File: config.mk
export PLATFORM = sky130hd
export DESIGN_NAME = gray_ptr_counter
export DESIGN_NICKNAME = d
export VERILOG_FILES = /design/src/rtl/gray_pkg.sv /design/src/rtl/bin2gray_comb.sv /design/src/rtl/gray_ptr_counter.sv
export SDC_FILE = /design/constraint.sdc
export NUM_CORES = 1
export LEC_CHECK = 0
export BUFFER_PORTS_ARGS = -buffer_cell sky130_fd_sc_hd__buf_2
export CORE_AREA = 2 2 39 41
export DETAILED_ROUTE_END_ITERATION = 10
export DIE_AREA = 0 0 41 43
export PLACE_DENSITY = 0.63
export SLEW_MARGIN = 10
export SYNTH_ARGS = -nofsm -noshare
export SYNTH_HDL_FRONTEND = slang
export SYNTH_SLANG_ARGS = --single-unit
File: constraint.sdc
create_clock -name clk -period 1.52 [get_ports clk]
set_clock_uncertainty 0.2 [all_clocks]
set_input_delay 0.304 -clock clk [delete_from_list [all_inputs] [get_ports clk]]
set_output_delay 0.304 -clock clk [all_outputs]
set_load 0.02 [all_outputs]
File: src/rtl/gray_pkg.sv
// Shared Gray-code definitions for the pointer counter and its partners.
//   GRAY_DEFAULT_WIDTH : default counter width
//   GRAY_MAX_WIDTH     : widest value bin2gray() accepts
//   bin2gray(bin)      : reflected binary Gray encode. The caller zero-extends
//                        to GRAY_MAX_WIDTH and truncates the result to its own
//                        width, so one function serves every width.
package gray_pkg;

    localparam int GRAY_DEFAULT_WIDTH = 4;
    localparam int GRAY_MAX_WIDTH     = 64;

    function automatic logic [GRAY_MAX_WIDTH-1:0] bin2gray(
        input logic [GRAY_MAX_WIDTH-1:0] bin
    );
        return bin ^ (bin >> 1);
    endfunction

endpackage

File: src/rtl/bin2gray_comb.sv
// Combinational binary-to-Gray encoder. Encode-side mirror of the Gray-to-binary
// decoder; also usable directly by FIFO full/empty compare logic.
//   bin  : binary input, WIDTH bits
//   gray : Gray code of bin, WIDTH bits
module bin2gray_comb
    import gray_pkg::*;
#(
    parameter int WIDTH = GRAY_DEFAULT_WIDTH
) (
    input  logic [WIDTH-1:0] bin,
    output logic [WIDTH-1:0] gray
);

    // Upper zero bits contribute nothing, so truncation is exact.
    assign gray = WIDTH'(bin2gray(GRAY_MAX_WIDTH'(bin)));

endmodule

File: src/rtl/gray_ptr_counter.sv
// Registered binary/Gray pointer counter for async FIFO pointers and
// cross-domain event counters. gray_out comes straight from a flop so it is
// safe to synchronise into another clock domain.
//   clk, rst_n : clock, asynchronous active-low reset
//   clr        : synchronous clear, highest priority, never raises wrap
//   inc        : advance one step this cycle
//   dn         : direction, 1 = down (only with GRAY_CNT_DOWN_EN)
//   bin_out    : registered binary count
//   gray_out   : registered Gray code of bin_out
//   gray_next  : combinational Gray code of the value loaded at the next edge
//   wrap       : registered one-cycle pulse on rollover in the active direction
// Configuration macro: GRAY_CNT_DOWN_EN adds the dn port and down counting.
module gray_ptr_counter
    import gray_pkg::*;
#(
    parameter int WIDTH = GRAY_DEFAULT_WIDTH
) (
    input  logic             clk,
    input  logic             rst_n,
    input  logic             clr,
    input  logic             inc,
    output logic [WIDTH-1:0] bin_out,
    output logic [WIDTH-1:0] gray_out,
    output logic [WIDTH-1:0] gray_next,
    output logic             wrap
`ifdef GRAY_CNT_DOWN_EN
    ,
    input  logic             dn
`endif
);

    localparam logic [WIDTH-1:0] ONE = {{(WIDTH-1){1'b0}}, 1'b1};

    logic             dn_w;
    logic [WIDTH-1:0] bin_d, bin_q;
    logic [WIDTH-1:0] gray_d, gray_q;
    logic             wrap_d, wrap_q;

`ifdef GRAY_CNT_DOWN_EN
    assign dn_w = dn;
`else
    assign dn_w = 1'b0;
`endif

    always_comb begin
        bin_d  = bin_q;
        wrap_d = 1'b0;
        if (clr) begin
            bin_d = '0;
        end else if (inc) begin
            if (dn_w) begin
                bin_d  = bin_q - ONE;
                wrap_d = (bin_q == '0);
            end else begin
                bin_d  = bin_q + ONE;
                wrap_d = &bin_q;
            end
        end
    end

    // Gray is encoded from bin_d and registered alongside it, so the
    // registered pair is always consistent.
    bin2gray_comb #(.WIDTH(WIDTH)) u_enc (
        .bin  (bin_d),
        .gray (gray_d)
    );

    always_ff @(posedge clk or negedge rst_n) begin
        if (!rst_n) begin
            bin_q  <= '0;
            gray_q <= '0;
            wrap_q <= 1'b0;
        end else begin
            bin_q  <= bin_d;
            gray_q <= gray_d;
            wrap_q <= wrap_d;
        end
    end

    assign bin_out   = bin_q;
    assign gray_out  = gray_q;
    assign gray_next = gray_d;
    assign wrap      = wrap_q;

endmodule

-- Yosys cells after proc, flatten, opt, wreduce, memory -nomap -nowiden
Cells that the tools add are included.
- add/subtract/negate cells: 1
- multiplexer cells: 4
- bitwise gates (word level): 1
- reductions and logical operators: 1
- operator list (operator ; count):
    4-bit 2-to-1 mux ; 2
    4-bit by 1-bit adder with 4-bit output, second input constant ; 1
    4-bit AND reduction ; 1
    4-bit by 3-bit XOR with 4-bit output ; 1
    1-bit 2-to-1 mux ; 2
- bits in registers: 9
- input bits: 4
- output and inout bits: 13
- word-level logic and storage cells: 10

-- Depth between registers and ports, before layout
- word-level depth: 4
- mapped depth: 5
- mapped depth without buffers: 5

-- By module
Synthesis repeated with hierarchy kept, for this count alone.
- cell total of the unflattened synthesis: 27
- area, all modules: 386.6 um2
- by module, submodules not included (module ; seq. area each (um2) ; cells each ; instances ; area each (um2)):
    gray_ptr_counter ; 225.2 ; 23 ; 1 ; 352.8
    bin2gray_comb ; 0.0 ; 4 ; 1 ; 33.8

-- Worst setup path before layout
OpenSTA, ideal clock, no wires.
- path type: reg-to-output
- from: register bin_q[0] (netlist: bin_out[0])
- to: output gray_next[2]
- path buffers: 0
- cell stages (with the launch flop): 5
- data required time: 1016 ps
- arrival: 1459 ps
- path slack: -443 ps
- cell sequence: dfrtp_1 -> ha_1 -> inv_1 -> a2bb2oi_1 -> mux2i_1
- cells in the longest elaborated chain, start to end: 4
- RTL lines (what ; RTL line ; source):
    start: declaration ; gray_ptr_counter.sv:35 ; logic [WIDTH-1:0] bin_d, bin_q;
    start signal: assignment ; gray_ptr_counter.sv:74 ; bin_q <= bin_d;
    4-bit by 1-bit adder with 4-bit output ; gray_ptr_counter.sv:55 ; bin_d = bin_q + ONE;
    4-bit 2-to-1 mux ; gray_ptr_counter.sv:50 ; end else if (inc) begin
    4-bit 2-to-1 mux ; gray_ptr_counter.sv:48 ; if (clr) begin
    4-bit by 3-bit XOR with 4-bit output ; gray_pkg.sv:15 ; return bin ^ (bin >> 1);
    end: declaration ; gray_ptr_counter.sv:24 ; output logic [WIDTH-1:0] gray_next,
No other way between the ends.

-- Worst setup path in the final report
Ends and elaborated chain as after synthesis.

==> results.cfg <==
[route]
first_iter_violations = 3
drt-pass1-iter-count = 2
wl_um = 723
route.vias.total = 311
routed.top_layer = met3
m1WireLength_um = 351
via_per_inst = 4.09
wl_met3_um = 27
ant_nets = 0
route.detailed.drc = 0
wl_per_cell_um = 9.51
dr_wl_met2_um = 344

[sta]
finalCritPeriodShare = 1.40
grt_setup_unrepaired = yes
hold_viol = 0
slew_headroom = 0.829
timing.fmax_ghz = 0.471
drv_slew = 0
fin_hold_ws_ps = 120
setup_viol_count_final = 4
period_minus_slack_ps = 2120
fin_ws_ps = -603
worstMarginPinSlew_ps = 256

[finish]
nNetsFinal = 66
diodes = 0
synthToLayoutAreaGrowth_pct = 61.3
fillers = 138
drive_above_1_share = 0.667

[die]
die_width_um = 41
start_util = 0.283
core.rowCount = 14
fp.dieArea_um2 = 1760
core-area_um2 = 1380
dieHeight_um = 43
io_pins = 17

[cts]
cts.sinks = 8
numCtsBuffers = 3
cts_tree = yes
cts_htree_levels = 1
worstSkewPairLatency_ps = 250
path_clk_slew_ps = 60
clockBufferDepth = 2
cts_root_buf = clkbuf_4

[setup_path]
r2r_cells = 4
worst_path_max_delay_cell = dfrtp_2
crit_path_end_kind = output port
path_cells = and2_4 -> mux2i_1 -> a2bb2oi_2 -> mux2i_4 -> buf_6
path_depth = 5
cp.arrival_ps = 1620
reg2reg_slack_ps = 0
slowest_delay_ps = 410
required_ps = 1020
critPathMaxFanout = 3
path_class = register to output port
start_kind = register
crit_buf_inv = 1
critPathTopFamily = multiplexers

[pwr]
power.leakage_nw = 0.323
ir_worst_vdd_mv = 0.476
total_power_uw = 540
power_per_cell_area_nw_per_um2 = 854

[logic_synthesis]
synthTopCellsByArea = dfrtp_1 (51%), xor2_1 (8.9%), mux2i_1 (7.7%), buf_4 (3.8%), ha_1 (3.2%)
synth_area_um2 = 392
muxShareOfSynthArea = 0.0767
synthAdderAreaFrac = 0.0319
yosysWarnings = 0
avgSynthCellArea_um2 = 11.5
synth.net_count = 39
yosys.area.top_type_share = 0.511
synth_top_family_by_area = simple AND/OR/NAND/NOR gates
synth_cells = 34
synth-simple-area-share = 0.157
ys_ff_latch = 8
synth_xor_area_frac = 0.112
yosysUniqueCellTypes = 19
ys_seq_area_frac = 0.511
yosysTopAreaCell = dfrtp_1
synth_compound_area_frac = 0.0351

[placed_design]
port_buffers = 16
dp.final_hpwl_um = 537
gp_congestion = 0.643

[min_path]
hold_depth = 2
min-delay-path-class = input pin to register

[status]
violations = setup timing
status = finished with violations

[grt]
grt_max_degree = 9
grt_usage = 0.102
grt_overflow = 0
antenna_found_initial = 0
grt_pass1_vias = 305
grt_pass1_wl_um = 1150

[job]
maxCapViolations = 0
sequential cells by signal, indices dropped and copies added, names as in the netlist:
register and cells:
bin_out 4, wrap 1, gray_out 3
final timing paths:
check                                     to        from
worst min-delay path              bin_out[2]         clr
worst max register to register   gray_out[2]  bin_out[0]
max in group asynchronous         bin_out[0]       rst_n
min in group asynchronous        gray_out[0]       rst_n
worst min register to register   gray_out[2]  bin_out[3]
worst max-delay path            gray_next[2]  bin_out[0]
logic make-up (layout without fill, tap and decap cells):
kind of cell / after synthesis / after routing
buf+inv: 4 / 30
xor+xnor: 5 / 5
flops: 8 / 8
fa+ha+maj: 1 / 1
simple gates: 11 / 11
compound gates: 2 / 2
mux: 3 / 3
area by class of cell:
| cell class | instances | area, um^2 | share of cell area |
|---|---|---|---|
| clock buffers | 4 | 26.3 | 0.0416 |
| inverters | 1 | 3.75 | 0.00594 |
| multi-input cells | 22 | 208 | 0.329 |
| flip-flops and latches | 8 | 203 | 0.321 |
| well taps | 16 | 20.0 | 0.0317 |
| repair buffers | 25 | 171 | 0.271 |
metal layers:
layer  global-route usage  up-vias
met4               0.0800        0
met5                    0        -
met2                0.128        7
met3               0.0314        0
met1                0.138      146
li1                     -      158
stage by stage:
| stage | TNS, ps | std cells | setup WS [ps] | utilization | instance area, um^2 |
|---|---|---|---|---|---|
| 2_1_floorplan | -1240 | 34 | -292 | - | 428 |
| 5_1_grt | -2430 | 76 | -658 | 0.457 | 632 |
| 3_3_place_gp | -1050 | 68 | -336 | 0.390 | 539 |
| 3_5_place_dp | -1040 | 68 | -344 | 0.390 | 539 |
| 4_1_cts | -2150 | 76 | -609 | 0.447 | 618 |
| 6_report | -2060 | 76 | -603 | 0.457 | 632 |
repair_timing:
| item | CTS | global route |
|---|---|---|
| endpoints found under the setup margin | 4 | 6 |
| endpoints found under the hold margin | 8 | 0 |
| pin swaps | 4 | 2 |
| resized for setup | 6 | 3 |
| cloned | 0 | 0 |
| setup buffers | 3 | 1 |
| hold buffers | 1 | 0 |
placed cells by master, fill, tap and decap left out, drive strengths merged:
cell	instances
a2bb2oi	1
and2	1
buf	24
clkbuf	4
dfrtp	8
dlygate4sd3	1
ha	1
inv	1
mux2i	3
nand2	2
nand2b	1
nand3	1
nor2	4
nor3	1
o21ai	1
or2	1
xnor2	1
xor2	4
report_power, final:
part | switching, mW | internal (mW)
clock network | 0.0736 | 0.100
logic | 0.0726 | 0.0589
registers | 0.00665 | 0.228
total | 0.153 | 0.387
cell usage after synthesis (all sizes together):
cell type and n:
nand2 2, mux2i 3, nor3 1, nand3 1, ha 1, a2bb2oi 1, buf 3, and2 1
or2 1, dfrtp 8, inv 1, o21ai 1, nor2 4, xnor2 1, xor2 4, nand2b 1
Power figures use the tool's default switching activity.
